<file path="config.mk">
export PLATFORM = sky130hd
export DESIGN_NAME = snoop_bus_controller
export DESIGN_NICKNAME = d
export VERILOG_FILES = /design/src/rtl/bus_pkg.sv /design/src/rtl/bus_memory.sv /design/src/rtl/snoop_bus_controller.sv
export SDC_FILE = /design/constraint.sdc
export NUM_CORES = 1
export LEC_CHECK = 0
export CORE_AREA = 2 2 127 129
export DETAILED_ROUTE_END_ITERATION = 7
export DIE_AREA = 0 0 129 131
export MAX_ROUTING_LAYER = met4
export PLACE_DENSITY_LB_ADDON = 0.3
export SETUP_SLACK_MARGIN = 0.15
export SYNTH_ARGS = -nofsm -noshare
export SYNTH_HDL_FRONTEND = slang
export SYNTH_SLANG_ARGS = --single-unit
</file>
<file path="constraint.sdc">
create_clock -name clock -period 4.5 [get_ports clock]
set_input_delay 0.675 -clock clock [delete_from_list [all_inputs] [get_ports clock]]
set_output_delay 0.675 -clock clock [all_outputs]
set_load 0.05 [all_outputs]
</file>
<file path="src/rtl/bus_pkg.sv">
// Shared definitions for the snooping bus controller: message field positions,
// FSM state encoding and widths of the per-cpu bus words.
package bus_pkg;

    localparam int MSG_W      = 10;
    localparam int BUS_IN_W   = 11;
    localparam int ACK_BIT    = 10;
    localparam int RDMISS_BIT = 9;
    localparam int WRMISS_BIT = 8;
    localparam int INVAL_BIT  = 7;
    localparam int ADDR_HI    = 6;
    localparam int ADDR_LO    = 4;
    localparam int DATA_HI    = 3;
    localparam int DATA_LO    = 0;

    // Stored per-cpu header is msg[9:4]; positions below are relative to it.
    localparam int HDR_W      = RDMISS_BIT - ADDR_LO + 1;
    localparam int HDR_RDMISS = RDMISS_BIT - ADDR_LO;

    typedef enum logic [2:0] {
        ST_IDLE    = 3'd0,
        ST_BCAST   = 3'd1,
        ST_SNOOP   = 3'd2,
        ST_MEM     = 3'd3,
        ST_RESPOND = 3'd4
    } bus_state_t;

    function automatic logic is_request(input logic [MSG_W-1:0] msg);
        return |msg[RDMISS_BIT:INVAL_BIT];
    endfunction

endpackage

</file>
<file path="src/rtl/bus_memory.sv">
// Main memory behind the snooping bus: synchronous write, combinational read.
module bus_memory #(
    parameter int ADDR_W = 3,
    parameter int DATA_W = 4
) (
    input  logic              clock,
    input  logic              we,
    input  logic [ADDR_W-1:0] waddr,
    input  logic [DATA_W-1:0] wdata,
    input  logic [ADDR_W-1:0] raddr,
    output logic [DATA_W-1:0] rdata
);

    logic [DATA_W-1:0] mem [2**ADDR_W];

    always_ff @(posedge clock) begin
        if (we) begin
            mem[waddr] <= wdata;
        end
    end

    assign rdata = mem[raddr];

endmodule

</file>
<file path="src/rtl/snoop_bus_controller.sv">
// Arbitrates the shared snooping bus between cpus: captures requests, broadcasts the
// round-robin winner, absorbs snooper write-backs and returns ack plus read data.
module snoop_bus_controller
    import bus_pkg::*;
#(
    parameter int NUM_CPUS    = 3,
    parameter int ADDR_W      = 3,
    parameter int DATA_W      = 4,
    parameter int MEM_LATENCY = 2
) (
    input  logic                         clock,
    input  logic                         reset_n,
    input  logic [NUM_CPUS*MSG_W-1:0]    cpu_bus_out,
    output logic [NUM_CPUS*BUS_IN_W-1:0] cpu_bus_in,
    input  logic [NUM_CPUS-1:0]          snoop_wb_valid,
    input  logic [NUM_CPUS*DATA_W-1:0]   snoop_wb_data,
    output logic [NUM_CPUS-1:0]          grant,
    output logic                         busy,
    output logic                         protocol_error
);

    localparam int IDX_W = (NUM_CPUS > 1) ? $clog2(NUM_CPUS) : 1;
    localparam int CNT_W = $clog2(MEM_LATENCY + 1);

    // Winner is the first requester strictly after the last one served, wrapping.
    function automatic logic [IDX_W-1:0] rr_pick(input logic [NUM_CPUS-1:0] req,
                                                 input logic [IDX_W-1:0]    last);
        logic [IDX_W-1:0] pick;
        logic [IDX_W-1:0] cand;
        pick = last;
        for (int k = NUM_CPUS; k >= 1; k--) begin
            cand = IDX_W'((int'(last) + k) % NUM_CPUS);
            if (req[cand]) pick = cand;
        end
        return pick;
    endfunction

    function automatic logic [NUM_CPUS-1:0] onehot(input logic [IDX_W-1:0] idx);
        return NUM_CPUS'(1) << idx;
    endfunction

    bus_state_t                         state;
    logic [NUM_CPUS-1:0]                pending;
    logic [NUM_CPUS-1:0]                new_req;
    logic [NUM_CPUS-1:0]                clear_mask;
    logic [NUM_CPUS-1:0][HDR_W-1:0]     hdr_in;
    logic [NUM_CPUS-1:0][HDR_W-1:0]     hdr_q;
    logic [NUM_CPUS-1:0][BUS_IN_W-1:0]  bus_in_q;
    logic [NUM_CPUS-1:0][DATA_W-1:0]    wb_data_arr;
    logic [IDX_W-1:0]                   rr_ptr;
    logic [IDX_W-1:0]                   gidx;
    logic [IDX_W-1:0]                   next_g;
    logic [CNT_W-1:0]                   mem_cnt;
    logic                               wb_hit;
    logic [DATA_W-1:0]                  wb_buf;
    logic                               wb_any;
    logic [DATA_W-1:0]                  wb_sel;
    logic [HDR_W-1:0]                   cur_hdr;
    logic [ADDR_W-1:0]                  cur_addr;
    logic [DATA_W-1:0]                  mem_rdata;
    logic                               mem_we;
    logic                               unused_data;

    assign wb_data_arr = snoop_wb_data;
    assign cpu_bus_in  = bus_in_q;
    assign cur_hdr     = hdr_q[gidx];
    assign cur_addr    = cur_hdr[ADDR_W-1:0];
    assign next_g      = rr_pick(pending, rr_ptr);
    assign clear_mask  = (state == ST_RESPOND) ? onehot(gidx) : '0;

    // The data nibble of a request is never forwarded, only its header.
    always_comb begin
        unused_data = 1'b0;
        for (int i = 0; i < NUM_CPUS; i++) begin
            hdr_in[i]   = cpu_bus_out[i*MSG_W+ADDR_LO +: HDR_W];
            new_req[i]  = is_request(cpu_bus_out[i*MSG_W +: MSG_W]);
            unused_data = unused_data ^ (^cpu_bus_out[i*MSG_W+DATA_LO +: DATA_HI-DATA_LO+1]);
        end
    end

    always_comb begin
        wb_any = 1'b0;
        wb_sel = '0;
        for (int j = NUM_CPUS - 1; j >= 0; j--) begin
            if (snoop_wb_valid[j] && (IDX_W'(j) != gidx)) begin
                wb_any = 1'b1;
                wb_sel = wb_data_arr[j];
            end
        end
    end

    // A write-back landing on a reset edge must not reach memory.
    assign mem_we = (state == ST_SNOOP) && wb_any && reset_n;

    bus_memory #(
        .ADDR_W (ADDR_W),
        .DATA_W (DATA_W)
    ) u_bus_memory (
        .clock (clock),
        .we    (mem_we),
        .waddr (cur_addr),
        .wdata (wb_sel),
        .raddr (cur_addr),
        .rdata (mem_rdata)
    );

    always_ff @(posedge clock) begin
        if (!reset_n) begin
            state          <= ST_IDLE;
            pending        <= '0;
            hdr_q          <= '0;
            bus_in_q       <= '0;
            grant          <= '0;
            busy           <= 1'b0;
            protocol_error <= 1'b0;
            rr_ptr         <= IDX_W'(NUM_CPUS - 1);
            gidx           <= '0;
            mem_cnt        <= '0;
            wb_hit         <= 1'b0;
            wb_buf         <= '0;
        end else begin
            protocol_error <= |(new_req & pending);
            pending        <= (pending | new_req) & ~clear_mask;
            for (int i = 0; i < NUM_CPUS; i++) begin
                if (new_req[i] && !pending[i]) hdr_q[i] <= hdr_in[i];
            end

            case (state)
                ST_IDLE: begin
                    if (|pending) begin
                        gidx   <= next_g;
                        rr_ptr <= next_g;
                        grant  <= onehot(next_g);
                        busy   <= 1'b1;
                        for (int i = 0; i < NUM_CPUS; i++) begin
                            bus_in_q[i] <= (IDX_W'(i) == next_g) ? '0
                                         : {1'b0, hdr_q[next_g], DATA_W'(0)};
                        end
                        state  <= ST_BCAST;
                    end
                end
                ST_BCAST: begin
                    bus_in_q <= '0;
                    state    <= ST_SNOOP;
                end
                ST_SNOOP: begin
                    wb_hit <= wb_any;
                    wb_buf <= wb_sel;
                    if (cur_hdr[HDR_RDMISS]) begin
                        mem_cnt <= CNT_W'(MEM_LATENCY - 1);
                        state   <= ST_MEM;
                    end else begin
                        bus_in_q[gidx] <= {1'b1, cur_hdr, DATA_W'(0)};
                        state          <= ST_RESPOND;
                    end
                end
                ST_MEM: begin
                    if (mem_cnt == '0) begin
                        bus_in_q[gidx] <= {1'b1, cur_hdr, wb_hit ? wb_buf : mem_rdata};
                        state          <= ST_RESPOND;
                    end else begin
                        mem_cnt <= mem_cnt - 1'b1;
                    end
                end
                ST_RESPOND: begin
                    bus_in_q <= '0;
                    grant    <= '0;
                    busy     <= 1'b0;
                    state    <= ST_IDLE;
                end
                default: state <= ST_IDLE;
            endcase
        end
    end

endmodule

</file>
==> summary.txt <==
WP data required -> 4.78 ns
Final period util -> 69.5%
Ant. Diodes -> 0
Bufs and invs on worst path -> 1
Inserted Clock Buffers -> 9
met3 WL post-DR -> 1030 µm
Max stage delay on crit path -> 0.66 ns
Critical Path AT -> 3.40 ns
Slew Viols, Final -> 0
Post-DP Area -> 0.00624 mm²
Peak VDD IR -> 222 µV
core area -> 0.0156 mm²
Die Ht -> 131 µm
RSZ-0062 raised after global routing -> false
clock sinks -> 104
setup TNS -> 0 ns
layout cell share with drive strength beyond 1 -> 8.66%
CTS clk-pin slew, worst paths -> 0.07 ns
metal2 WL -> 7070 µm
RD Place Congestion -> 0.882
crit path max fanout -> 22
fin util -> 41.8%
Mapped Cells -> 576
row cnt -> 46
Synth Flop Type -> dfxtp_1
Top Layer Used -> met4
post-route antenna net violation count -> 0
clk_lat worst skew -> 0.35 ns
Via-to-Cell Ratio -> 5.61
largest net degree at the start of global routing -> 25
vias in the first global route -> 4,572
sequential element share of the synthesized area -> 44.8%
Warnings, synthesis -> 0
Global Route Usage Sum -> 19.0%
die width -> 129 µm
Reg2Reg Setup Slack -> 1.37 ns
Mapped Nets -> 628
ys async rst share -> 0%
post-CTS setup buffers -> 0
worst hold endpoint -> cpu_bus_in[32]
slowest CP cell -> nor2_2
Hold Slack -> 0.485 ns
DRC viols -> 0
total iterations of the first detailed-routing run -> 5
starting density of the core -> 34.4%
# setup viols final -> 0
Clock Skews -> 0.0101 ns
crit start category -> register
I/O Pins -> 85
hold depth -> 2
max-cap violations -> 0
Final #Nets -> 682
H-tree lvl count -> 3
fmax -> 0.320 GHz
Worst Tran Pin Value -> 0.986 ns
Crit path max-delay family -> simple AND/OR/NAND/NOR gates
crit path kind -> register to register
critical path cell sequence -> inv_1 -> ha_1 -> mux2_4 -> a21oi_1 -> o31ai_1 -> nor2_2 -> nand3_1 -> a31oi_1
DR vias -> 4,777
Pleak -> 2.21 nW
1st-iter DRT viols -> 424
Synth Register Bits -> 104
HP Start -> cpu_bus_in[32]
grt total ovfl -> 0
class of the worst hold path -> register to register
post-route cell area -> 0.00652 mm²
CTS Buffer Depth -> 2
final wirelength -> 15,400 µm
Slew HR -> 34.1%
Metal-1 WL -> 6990 µm
R2R depth -> 8
CTS resizes -> 0
drt wl/cell -> 18.0 µm
Synth Area per Inst -> 9.31 µm²
synthesis-to-layout area growth -> 21.6%
Root Driver -> clkbuf_16
port buffer count -> 72
die area -> 0.0169 mm²
Reg2Reg Launch Point -> rr_ptr[0]
CTS tree -> yes
Non-Filler Instances -> 851
CTS Hold Bufs -> 0
antenna violations before repair -> 0
count of different cell masters after synthesis -> 68
hpwl dp -> 11,200 µm
post-route minimum period -> 3.13 ns
Post-synth EDFFs -> 32
status -> finished clean
Crit. End Element -> register
Fin. Hold Viols -> 0
PD cells -> 478 mW/mm²
placed instance count -> 835
first-pass GRT wire length -> 24,200 µm
synthesized cell area -> 0.00536 mm²
r2r endpoint -> cpu_bus_in[9]
## cell families after synthesis
| logic type | Yosys count | synth area share [%] |
|---|---|---|
| AOI/OAI and AO/OA | 180 | 22.5 |
| and+or+nand+nor | 207 | 19.2 |
| muxes | 32 | 8.09 |
| DFF | 104 | 44.8 |
| xor gates and xnor gates | 1 | 0.163 |
| adders and majority gates | 5 | 1.17 |
| buffers and inverters | 47 | 4.04 |
## layer usage
metal / track usage [%] / vias to the layer above
met3: 3.95 / 23
met5: - / -
met2: 28.9 / 200
met1: 25.3 / 2288
li1: - / 2266
met4: 6.59 / 0
## cell type report
| type | count | area (µm²) |
|---|---|---|
| tap | 216 | 270 |
| clock inverter | 5 | 41.3 |
| inverter | 9 | 33.8 |
| multi-input combinational | 425 | 2750 |
| fill | 1497 | 9080 |
| clock buffer | 11 | 233 |
| sequential | 104 | 2400 |
| timing repair buffer | 81 | 788 |
## metrics by stage
step / total power, mW / setup slack [ns]
after CTS: 3.11 / 1.43
after floorplan: 2.05 / 2.03
after global routing: 3.27 / 1.13
after global placement: 2.35 / 1.48
final: 3.12 / 1.37
after detailed placement: 2.38 / 1.39
## Yosys cell counts (8+ instances only)
master	instances	area, µm²
a21oi_1	54	270
inv_1	9	33.8
nand3_1	12	60.1
nor2b_1	19	119
nor2_1	55	206
buf_2	11	55.1
nor3_1	21	105
edfxtp_1	32	961
dfxtp_1	72	1440
o21ai_0	31	155
nand2b_1	17	106
a221o_1	12	120
a22oi_1	8	60.1
a31oi_1	15	93.8
mux4_2	8	180
clkbuf_1	22	82.6
nand2_1	51	191
mux2i_1	16	160
## layout by cell type (no fill, tap or decap), types with 5 or more instances in the layout
cell type,Yosys,layout
o21ai_0,31,31
nand2_1,51,51
a221o_1,12,12
a21o_1,5,5
inv_1,9,9
nor2b_1,19,19
clkbuf_16,0,9
mux2i_1,16,16
nand3b_1,7,7
a31oi_1,15,15
nand2b_1,17,17
a21oi_1,54,54
mux4_2,8,8
nand3_1,12,12
nand4_1,7,7
a211o_1,5,5
mux2_2,7,7
a22oi_1,8,8
buf_4,1,9
nor2_1,55,55
a311oi_1,6,5
ha_1,5,5
dfxtp_1,72,72
clkdlybuf4s50_1,0,72
nor3_1,21,21
edfxtp_1,32,32
## tightest hold or removal path, stage by stage, from the launching register on
cell     delay, ns
dfxtp_1       0.34
a21oi_1       0.04
nor2_1        0.07
## registers in the layout, summed over array words and instances, names as in the netlist, 2 cells and up
register and cells:
cpu_bus_in 33, u_bus_memory.mem 32, hdr_q 18, wb_buf 4, grant 3, pending 3
state 3, mem_cnt 2, rr_ptr 2
## how the worst max path moves through the flow
stage / start / endpoint / slack [ns] / cells past startpoint
floorplan: rr_ptr[0] / cpu_bus_in[4] / 2.03 / 9
global placement: rr_ptr[0] / cpu_bus_in[9] / 1.48 / 8
detailed placement: snoop_wb_valid[0] / u_bus_memory.mem[0][1] / 1.39 / 6
CTS: rr_ptr[0] / cpu_bus_in[9] / 1.43 / 8
global route: rr_ptr[0] / cpu_bus_in[31] / 1.13 / 8
finish: rr_ptr[0] / cpu_bus_in[9] / 1.37 / 8
## report_power, final
| part | internal, mW | switching, mW | leakage [nW] | total, mW |
|---|---|---|---|---|
| clock network | 0.382 | 0.358 | 0.132 | 0.740 |
| logic | 0.440 | 0.775 | 1.20 | 1.22 |
| registers | 1.06 | 0.0985 | 0.879 | 1.16 |
| total | 1.89 | 1.23 | 2.21 | 3.12 |
Note: power is estimated with default switching activity, not from simulation.
